## src/rtl/effect_switch_sequencer.sv

```systemverilog
// Click-free effect selector: swaps the DAC source only at frame ticks, with a
// fade-out/swap/fade-in gain ramp when EFFECT_RAMP_EN is defined (hard cut otherwise).
module effect_switch_sequencer #(
  parameter int unsigned RAMP_LOG2 = 6
) (
  input  logic        AUD_BCLK,
  input  logic        rst,
  input  logic        AUD_DACLRCK,
  input  logic [3:0]  sel_req,
  input  logic [31:0] dry_in,
  input  logic [31:0] echo_in,
  input  logic [31:0] hpf_in,
  input  logic [31:0] lpf_in,
  input  logic [31:0] mid_in,
  output logic [31:0] dac_data,
  output logic [2:0]  sel_active,
  output logic        busy
);

  localparam int unsigned GW = RAMP_LOG2 + 1;
  localparam int unsigned PW = GW + 17;
  localparam logic [GW-1:0] GainMax = {1'b1, {RAMP_LOG2{1'b0}}};

  logic [3:0]    sel_s1_q, sel_s2_q;
  logic          lrck_q;
  logic          tick;
  logic [2:0]    target;
  logic [2:0]    sel_q, sel_d;
  logic [31:0]   dac_q, dac_d;
  logic [31:0]   src;
  logic [GW-1:0] gain_cur;

  // Signed lane times unsigned gain; gain never exceeds 2^RAMP_LOG2, so no overflow.
  function automatic logic [15:0] scale_lane(input logic [15:0] s, input logic [GW-1:0] g);
    logic signed [PW-1:0] a, b, p;
    a = {{(PW-16){s[15]}}, s};
    b = {{(PW-GW){1'b0}}, g};
    p = a * b;
    p = p >>> RAMP_LOG2;
    return p[15:0];
  endfunction

  assign tick = AUD_DACLRCK & ~lrck_q;

  always_comb begin
    case (sel_s2_q)
      4'b1000: target = 3'd1;
      4'b0100: target = 3'd2;
      4'b0010: target = 3'd3;
      4'b0001: target = 3'd4;
      default: target = 3'd0;
    endcase
  end

  always_comb begin
    case (sel_q)
      3'd1:    src = echo_in;
      3'd2:    src = hpf_in;
      3'd3:    src = lpf_in;
      3'd4:    src = mid_in;
      default: src = dry_in;
    endcase
  end

  // Output uses the source and gain in force before this tick's update.
  always_comb begin
    dac_d = dac_q;
    if (tick) begin
      dac_d = {scale_lane(src[31:16], gain_cur), scale_lane(src[15:0], gain_cur)};
    end
  end

  always_ff @(posedge AUD_BCLK or negedge rst) begin
    if (!rst) begin
      sel_s1_q <= 4'b0;
      sel_s2_q <= 4'b0;
      lrck_q   <= 1'b0;
      sel_q    <= 3'd0;
      dac_q    <= 32'b0;
    end else begin
      sel_s1_q <= sel_req;
      sel_s2_q <= sel_s1_q;
      lrck_q   <= AUD_DACLRCK;
      sel_q    <= sel_d;
      dac_q    <= dac_d;
    end
  end

`ifdef EFFECT_RAMP_EN
  typedef enum logic [1:0] {StIdle, StFadeOut, StFadeIn} state_e;

  localparam logic [GW-1:0] GainOne = {{RAMP_LOG2{1'b0}}, 1'b1};

  state_e        state_q, state_d;
  logic [GW-1:0] gain_q, gain_d;

  assign gain_cur = gain_q;
  assign busy     = (state_q != StIdle);

  always_comb begin
    state_d = state_q;
    gain_d  = gain_q;
    sel_d   = sel_q;
    if (tick) begin
      case (state_q)
        StIdle: begin
          if (target != sel_q) begin
            state_d = StFadeOut;
            gain_d  = GainMax - GainOne;
          end
        end
        StFadeOut: begin
          if (target == sel_q) begin
            state_d = StFadeIn;
            gain_d  = gain_q + GainOne;
          end else if (gain_q == '0) begin
            // Swap takes whatever target is current now, not the one that started the fade.
            sel_d   = target;
            gain_d  = GainOne;
            state_d = StFadeIn;
          end else begin
            gain_d  = gain_q - GainOne;
          end
        end
        StFadeIn: begin
          if (gain_q == GainMax) begin
            state_d = StIdle;
          end else begin
            gain_d  = gain_q + GainOne;
          end
        end
        default: begin
          state_d = StIdle;
          gain_d  = GainMax;
        end
      endcase
    end
  end

  always_ff @(posedge AUD_BCLK or negedge rst) begin
    if (!rst) begin
      state_q <= StIdle;
      gain_q  <= GainMax;
    end else begin
      state_q <= state_d;
      gain_q  <= gain_d;
    end
  end
`else
  assign gain_cur = GainMax;
  assign busy     = 1'b0;

  always_comb begin
    sel_d = sel_q;
    if (tick) begin
      sel_d = target;
    end
  end
`endif

  assign dac_data   = dac_q;
  assign sel_active = sel_q;

endmodule
```

## config.mk

```make
export PLATFORM = sky130hd
export DESIGN_NAME = effect_switch_sequencer
export DESIGN_NICKNAME = d
export VERILOG_FILES = /design/src/rtl/effect_switch_sequencer.sv
export SDC_FILE = /design/constraint.sdc
export NUM_CORES = 1
export LEC_CHECK = 0
export ABC_CLOCK_PERIOD_IN_PS = 2250
export BUFFER_PORTS_ARGS = -buffer_cell sky130_fd_sc_hd__buf_2
export CORE_UTILIZATION = 24
export DETAILED_ROUTE_END_ITERATION = 7
export SYNTH_ARGS = -nofsm -noshare
export SYNTH_HDL_FRONTEND = slang
export SYNTH_SLANG_ARGS = --single-unit
```

## constraint.sdc

```tcl
create_clock -name AUD_BCLK -period 2.25 [get_ports AUD_BCLK]
set_clock_uncertainty 0.2 [all_clocks]
set_input_delay 0.1125 -clock AUD_BCLK [delete_from_list [all_inputs] [get_ports AUD_BCLK]]
set_output_delay 0.1125 -clock AUD_BCLK [all_outputs]
set_load 0.02 [all_outputs]
```

==> summary by stage, run 1 <==
Power and ir drop
VDD sags by at most 0.355 mV. For this design the ratio of total power to cell area is 668 mW/mm^2. The analysis attributes to cell leakage a power of 2.13 nW.

Yosys
The average cell area after synthesis is 9.54 um^2. After synthesis the netlist holds a flip-flop and latch count of 44. Of the post-synthesis cell area, the dominant cell type holds 0.390. The number of different library cells used by synthesis comes to 27. The cell type contributing the most total cell area after synthesis is sky130_fd_sc_hd__dfrtp_1. Summing every instance area after synthesis gives approximately 0.0028 mm^2.

For this run, the number of Yosys warnings is 0. The number of cells produced by synthesis is 296. Synthesis produced a netlist with a net count of approximately 460. By area the synthesized netlist is led by sky130_fd_sc_hd__dfrtp_1, sky130_fd_sc_hd__o221a_2, sky130_fd_sc_hd__a21bo_2, sky130_fd_sc_hd__a221oi_1, sky130_fd_sc_hd__a21oi_1. For this run, the register share of the synthesized area comes to 0.390.

Global route
The number of global-route vias before repair is ~3,600. The wire length of the first global-routing pass is 17,800 um. The global-route total usage across every layer is 0.184. The initial antenna violation count came to 0. After global routing the overflow that remains totals 0. The maximum number of pins on one net before global-route repair is 32.

Finish
The number of inserted diodes is 0. Of the cells placed in the final design, the portion with a size suffix greater than 1 is 0.567. The final layout contains 690 nets. The synthesis-to-layout area growth is 61.9%. The share of the core filled with cells is 0.400. The layout has 1,164 filler cells. Excluding fillers, the count of instances in the completed layout stands at roughly 670.

Hold path
The endpoint of the worst hold-timing path is dac_data[23]$_DFFE_PN0P_. The hold path startpoint is mid_in[23]. The number of cells on the worst hold path is 4. The min-delay analysis places its worst path in the category in2reg.

Worst setup path
Along the worst path, the maximum fanout reaches 21. Measured in cells, the most critical reg-to-reg path has a length of 6. The endpoint type of the worst setup path is a register. The data arrival time of the critical path is 1890 ps. The reg-to-reg critical path endpoint is dac_data[25]$_DFFE_PN0P_. The required time of the critical path is 2230 ps.

The class of the most critical setup path is reg2reg. STA classifies the critical path startpoint as a register. For flop-to-flop paths, the worst setup slack is between 300 and 400 ps.

The launch instance of the worst register-to-register path is sel_active[1]$_DFFE_PN0P_.

Die
The count of standard-cell rows is 39. about 200 I/O pins were placed. The floorplan step set the die height to approximately 110 um. For this configuration, the core starts out at a cell density of 0.247.

The area of the core is 0.0114 mm^2. In this run the horizontal extent of the chip is roughly 110 um. The die covers ~0.012 mm^2.

STA
The normalized max-slew margin is 0.631. Summed over all failing endpoints, the final setup total negative slack is 0 ps. The slew at the pin closest to its max-slew limit is 554 ps. The count of pins over their slew limit is 0. The fmax is 522 MHz. Setup repair after global routing left no endpoint under its margin.

The final period utilization is 0.851. The number of hold violations in the final report is 0. Setup violations remaining at the end of the flow were counted as 0. The worst path in the final design needs a cycle of 1910 ps, including I/O delays and setup.

Job
The max-capacitance violation count is 0.

CTS
Clock-pin slew was measured on the worst setup and hold paths at roughly 70 ps. The TritonCTS clock tree is yes. The number of gates resized after CTS was 0. The later pin in the worst-skew pair is clocked with a latency of 290 ps. TritonCTS created 5 clock buffers. The number of sinks handled by clock tree synthesis is 44. The deepest level of the CTS H-tree is 2. The longest clock path from root to sink contains 2 buffers. The root cell of the clock tree is sky130_fd_sc_hd__clkbuf_16.

Detailed routing
Across all layers, the routed design uses 3,430 vias. The routed wire length is 11,300 um. The iteration count of the initial detailed-routing pass is 4. In the final routed layout, each cell accounts on average for 16.9 um. For this run, design rule violations remaining after detail routing come to 0. The detailed router's first-iteration violation count is approximately 280.

The detail route stage leaves a number of antenna-violating nets equal to 0. The per-cell via count in the routed design is a little over 5.

Placement
After detailed placement, the design holds a cell count of 622. The final RePlAce weighted congestion is 0.852. The quantity of I/O buffers inserted on ports is 201. After legalization and detailed placement, the total HPWL measured roughly 8200 um.

Status
The flow ran to the end, and the final reports show no timing, DRC or antenna violations.
power breakdown:
part / total [mW] / internal [mW] / switching, mW
sequential: 1.04 / 0.947 / 0.0928
combinational: 1.14 / 0.555 / 0.583
clock: 0.873 / 0.529 / 0.344
total: 3.05 / 2.03 / 1.02
cells by family (layout without fill, tap and decap cells):
family / Yosys count / after routing / synth area share
buffers and inverters: 38 / 266 / 0.0581
AO/OA/AOI/OAI: 163 / 163 / 0.461
flip-flops: 44 / 44 / 0.390
AND/OR/NAND/NOR: 47 / 47 / 0.0798
other: 1 / 1 / 0.00133
XOR/XNOR: 3 / 3 / 0.00931
synthesized netlist by cell type:
cell and number:
sky130_fd_sc_hd__o21bai_1 1, sky130_fd_sc_hd__or3b_1 1, sky130_fd_sc_hd__o221a_2 31, sky130_fd_sc_hd__a21bo_2 31
sky130_fd_sc_hd__clkbuf_1 19, sky130_fd_sc_hd__nor2b_1 3, sky130_fd_sc_hd__buf_4 1, sky130_fd_sc_hd__a221oi_1 32
sky130_fd_sc_hd__xor2_1 1, sky130_fd_sc_hd__a21oi_1 31, sky130_fd_sc_hd__o21ai_0 3, sky130_fd_sc_hd__nor3b_2 2
sky130_fd_sc_hd__buf_2 14, sky130_fd_sc_hd__or4b_2 1, sky130_fd_sc_hd__inv_1 1, sky130_fd_sc_hd__nor3b_1 2
sky130_fd_sc_hd__a211oi_1 1, sky130_fd_sc_hd__xnor2_1 2, sky130_fd_sc_hd__buf_1 3, sky130_fd_sc_hd__o21ai_1 30
sky130_fd_sc_hd__conb_1 1, sky130_fd_sc_hd__nand2_1 4, sky130_fd_sc_hd__a32o_1 1, sky130_fd_sc_hd__dfrtp_1 44
sky130_fd_sc_hd__nand2b_1 2, sky130_fd_sc_hd__nor2_1 32, sky130_fd_sc_hd__o41ai_1 2
how the worst max path moves through the flow:
stage | to | cells past startpoint | slack (ps) | start
after detailed placement | dac_data[25]$_DFFE_PN0P_ | 6 | 320 | sel_active[1]$_DFFE_PN0P_
final | dac_data[25]$_DFFE_PN0P_ | 6 | 340 | sel_active[1]$_DFFE_PN0P_
after CTS | dac_data[25]$_DFFE_PN0P_ | 6 | 320 | sel_active[1]$_DFFE_PN0P_
after global routing | dac_data[11]$_DFFE_PN0P_ | 6 | 250 | sel_active[1]$_DFFE_PN0P_
after global placement | dac_data[25]$_DFFE_PN0P_ | 6 | 380 | sel_active[1]$_DFFE_PN0P_
after floorplan | dac_data[0]$_DFFE_PN0P_ | 6 | 480 | sel_active[0]$_DFFE_PN0P_
flip-flops by register name, summed over array words and instances, names as in the netlist:
register and flops:
dac_data 32, sel_s1_q 4, sel_s2_q 4, sel_active 3
lrck_q 1
stage by stage:
step	setup WS, ps	total power, mW	instance area [um^2]	hold slack [ps]
after detailed placement	321	2.14	4030	-78.5
after floorplan	482	1.68	2820	-383
after CTS	316	3.08	4570	17.0
after global placement	385	2.13	4030	-82.3
after global routing	250	3.20	4570	41.7
final	336	3.05	4570	23.1
area by class of cell:
type | count | area (um^2) | area share
clock inverter | 3 | 46.3 | 0.0101
clock buffer | 5 | 125 | 0.0274
inverter | 1 | 3.75 | 0.000821
timing repair buffer | 257 | 1530 | 0.335
sequential | 44 | 1100 | 0.242
multi-input combinational | 214 | 1580 | 0.346
tap | 143 | 179 | 0.0392
what timing repair did:
item	4_1_cts	5_1_grt
endpoints found under the hold margin	56	0
buffers inserted	0	0
hold buffers	37	0
setup endpoints to repair	0	0
metal layers:
layer	vias up	GRT usage	routed length, um
li1	1608	-	-
met1	1636	0.222	4810
met2	174	0.333	5640
met3	12	0.0313	679
met4	0	0.0516	132
met5	-	0	0
critical path, stage by stage, from the launching register on:
cell and delay [ps]:
sky130_fd_sc_hd__dfrtp_2 440, sky130_fd_sc_hd__buf_4 220, sky130_fd_sc_hd__nor3b_4 170, sky130_fd_sc_hd__buf_4 200, sky130_fd_sc_hd__a221oi_1 310, sky130_fd_sc_hd__o21ai_1 120
sky130_fd_sc_hd__o221a_2 140
cell usage in the layout (no fill, tap or decap):
cell                            Yosys  routed
sky130_fd_sc_hd__buf_2             14     201
sky130_fd_sc_hd__dfrtp_1           44      42
sky130_fd_sc_hd__dlygate4sd3_1      0      37
sky130_fd_sc_hd__a221oi_1          32      32
sky130_fd_sc_hd__nor2_1            32      32
sky130_fd_sc_hd__a21bo_2           31      31
sky130_fd_sc_hd__a21oi_1           31      31
sky130_fd_sc_hd__o221a_2           31      31
sky130_fd_sc_hd__o21ai_1           30      30
sky130_fd_sc_hd__buf_4              1      18
sky130_fd_sc_hd__clkbuf_16          0       5
sky130_fd_sc_hd__nand2_1            4       4
sky130_fd_sc_hd__o21ai_0            3       3
sky130_fd_sc_hd__nor2b_1            3       2
sky130_fd_sc_hd__nor3b_1            2       2
sky130_fd_sc_hd__nor3b_4            0       2
sky130_fd_sc_hd__xnor2_1            2       2
sky130_fd_sc_hd__o41ai_1            2       2
sky130_fd_sc_hd__dfrtp_2            0       2
sky130_fd_sc_hd__a211oi_1           1       1
sky130_fd_sc_hd__o21bai_1           1       1
sky130_fd_sc_hd__inv_1              1       1
sky130_fd_sc_hd__nand2b_2           0       1
sky130_fd_sc_hd__a32o_1             1       1
sky130_fd_sc_hd__nor2b_4            0       1
sky130_fd_sc_hd__xor2_1             1       1
sky130_fd_sc_hd__or3b_1             1       1
sky130_fd_sc_hd__nand2b_1           2       1
sky130_fd_sc_hd__or4b_2             1       1
sky130_fd_sc_hd__conb_1             1       1
sky130_fd_sc_hd__bufinv_16          0       1
sky130_fd_sc_hd__inv_6              0       1
sky130_fd_sc_hd__clkinvlp_4         0       1
sky130_fd_sc_hd__buf_12             0       1
Note: power is estimated with default switching activity, not from simulation.
==> run 2, diff against run 1 <==
--- a/config.mk
+++ b/config.mk
@@ -8,6 +8,7 @@
 export ABC_CLOCK_PERIOD_IN_PS = 2250
 export BUFFER_PORTS_ARGS = -buffer_cell sky130_fd_sc_hd__buf_2
 export CORE_UTILIZATION = 24
+export CTS_BUF_LIST = sky130_fd_sc_hd__clkbuf_8
 export DETAILED_ROUTE_END_ITERATION = 7
 export SYNTH_ARGS = -nofsm -noshare
 export SYNTH_HDL_FRONTEND = slang
==> summary by stage, run 2 (synthesis gave the netlist of run 1 again) <==
Status
The run finished with clean final reports.

Finish
The number of inserted diodes came to 0 (unchanged). The number of flip-flops under the largest register name came to 32 (unchanged). The fraction of final layout cells sized beyond drive strength 1 was 0.559 (-0.00747).

Leaving out fill and tap cells, the most frequent cell in the layout is sky130_fd_sc_hd__buf_2. The area growth from synthesis to layout is 62.4%. In the layout the commonest cells are sky130_fd_sc_hd__buf_2, sky130_fd_sc_hd__dlygate4sd3_1, sky130_fd_sc_hd__dfrtp_1, sky130_fd_sc_hd__a221oi_1, sky130_fd_sc_hd__nor2_1.

The final instance count without filler cells is 674 (+1.0%). The number of nets in the final layout is 697 (+1.0%). The final-layout fill cell count was 1,161 (-0.26%).

STA
The count of pins over their slew limit is 0 (unchanged). The fmax is 523 MHz (+0.12%). Setup repair after global routing left no endpoint under its margin. The final period utilization was 0.850 (-0.00105). The number of hold violations in the final report is 0 (unchanged).

The normalized max-slew margin is 0.643 (+0.0124). The number of setup violations in the final report is 0 (unchanged). The slew at the pin closest to its max-slew limit was 535 ps (-18.5 ps). The post-layout minimum cycle time came to 1910 ps (-2.36 ps). The total negative slack was 0 ps (unchanged).

Global route
The overall overflow remaining after global route was 0 (unchanged). The global-route total usage across every layer is 0.185 (+0.00165). The maximum number of pins on one net before global-route repair is 32 (unchanged). The number of global-route vias before repair came to 3,626 (-0.028%).

The wire length of the first global-routing pass is 18,000 um (+0.89%). The initial antenna violation count is 0 (unchanged).

Die
The die footprint is 0.0122 mm^2 (unchanged). The die height came to 110 um (unchanged). The area of the core is 0.0114 mm^2 (unchanged). The initial core utilization is 0.247 (unchanged). The count of standard-cell rows is 39 (unchanged). The width of the die is 110 um (unchanged). The number of ports placed on the die boundary is 203 (unchanged).

Placement
The quantity of I/O buffers inserted on ports is 201 (unchanged). The final RePlAce weighted congestion is 0.852 (unchanged). The total half-perimeter wirelength after legalization and detailed placement came to 8150 um (unchanged).

The number of placed instances with taps included was 622 (unchanged).

CTS
TritonCTS built the clock tree. The post-CTS setup buffer count is 0 (unchanged). The number of sinks handled by clock tree synthesis is 44 (unchanged). The tree is rooted in a sky130_fd_sc_hd__clkbuf_8. The number of buffers inserted during clock tree synthesis is 5 (unchanged). The maximum buffer depth of the clock tree is 2 (unchanged). The deepest level of the CTS H-tree is 2 (unchanged). The clock latency at the later pin of the worst-skew pair was 300 ps (about the same). The number of instances resized during post-cts repair is 0 (unchanged).

The hold buffer count at cts is 44 (+19%). The clock-pin transition on the worst setup and hold timing paths is 100 ps (+30 ps).

Detailed routing
The routed wirelength normalized by instance count is 16.8 um (-0.41%). The routed wire length was 11,300 um (+0.64%). The iteration count of the initial detailed-routing pass is 4 (unchanged). The detailed router's first-iteration violation count came to 229 (-19%). The number of nets with antenna violations after routing is 0 (unchanged). The remaining design rule violation count is 0 (unchanged). The detailed-route via count was 3,407 (-0.67%). The per-cell via count in the routed design is 5.05 (-1.7%).

Hold path
In this run the worst hold path is classified as in2reg. The hold path startpoint is echo_in[0]. The number of cells on the worst hold path is 4 (unchanged).

The endpoint of the worst hold-timing path is dac_data[0]$_DFFE_PN0P_.

Power and ir drop
The power per unit of standard cell area is 619 mW/mm^2 (-7.4%). The worst vdd rail ir drop is 0.355 mV (-0.25%). The static leakage is 2.13 nW (+0.17%). The total chip power is 2.84 mW (-7.1%).

Worst setup path
The critical path is of the reg2reg type. The endpoint identified for the worst register-to-register timing path is dac_data[25]$_DFFE_PN0P_. The data arrival time of the critical path came to 1900 ps (about the same).

The required time of the critical path is 2240 ps (about the same). The register-to-register setup slack came to 340 ps (about the same). In this run the critical register-to-register path is launched from sel_active[1]$_DFFE_PN0P_. The element type at the critical path start is a register. The number of cells traversed by the worst register-to-register path is 6 (unchanged). The maximum fanout along the worst path came to 21 (unchanged).

The endpoint type of the worst setup path is a register.

Job
The max-capacitance violation count was 0 (unchanged).
==> run 2: final cells by class <==
cell class / count / area (um^2) / share of cell area
clock inverter: 3 / 46.3 / 0.0101
clock buffer: 5 / 68.8 / 0.0150
multi-input combinational: 214 / 1580 / 0.345
tap: 143 / 179 / 0.0390
inverter: 1 / 3.75 / 0.000819
timing repair buffer: 264 / 1600 / 0.349
sequential: 44 / 1100 / 0.241
==> run 2: routing by layer <==
layer	share of wire	track usage	up-vias
met4	0.012	0.0524	0
met5	0	0	-
met2	0.51	0.339	158
li1	-	-	1623
met1	0.41	0.222	1611
met3	0.062	0.0307	15
==> run 2: critical path, cell delays in order (launching register included) <==
cell	delay, ps
sky130_fd_sc_hd__dfrtp_2	450
sky130_fd_sc_hd__buf_4	220
sky130_fd_sc_hd__nor3b_4	170
sky130_fd_sc_hd__buf_4	200
sky130_fd_sc_hd__a221oi_1	310
sky130_fd_sc_hd__o21ai_1	110
sky130_fd_sc_hd__o221a_2	130
==> run 2: how the worst max path moves through the flow <==
stage                                          from                  endpoint  slack (ps)  cells past startpoint
after floorplan           sel_active[0]$_DFFE_PN0P_   dac_data[0]$_DFFE_PN0P_         480                      6
after global placement    sel_active[1]$_DFFE_PN0P_  dac_data[25]$_DFFE_PN0P_         380                      6
after detailed placement  sel_active[1]$_DFFE_PN0P_  dac_data[25]$_DFFE_PN0P_         320                      6
after CTS                 sel_active[1]$_DFFE_PN0P_  dac_data[25]$_DFFE_PN0P_         310                      6
after global routing      sel_active[1]$_DFFE_PN0P_  dac_data[11]$_DFFE_PN0P_         250                      6
final                     sel_active[1]$_DFFE_PN0P_  dac_data[25]$_DFFE_PN0P_         340                      6
==> run 2: stage by stage <==
stage / area, um^2 / utilization / setup WS [ps] / hold slack (ps)
2_1_floorplan: 2820 / - / 482 / -383
3_3_place_gp: 4030 / 0.353 / 385 / -82.3
3_5_place_dp: 4030 / 0.353 / 321 / -78.5
4_1_cts: 4580 / 0.401 / 312 / 0.799
5_1_grt: 4580 / 0.401 / 246 / 14.1
6_report: 4580 / 0.401 / 338 / 13.5
==> run 2: where the power goes <==
part	total, mW	leakage (nW)	switching (mW)	internal (mW)
combinational	1.15	1.58	0.585	0.563
sequential	1.04	0.497	0.0929	0.946
clock	0.648	0.0548	0.313	0.335
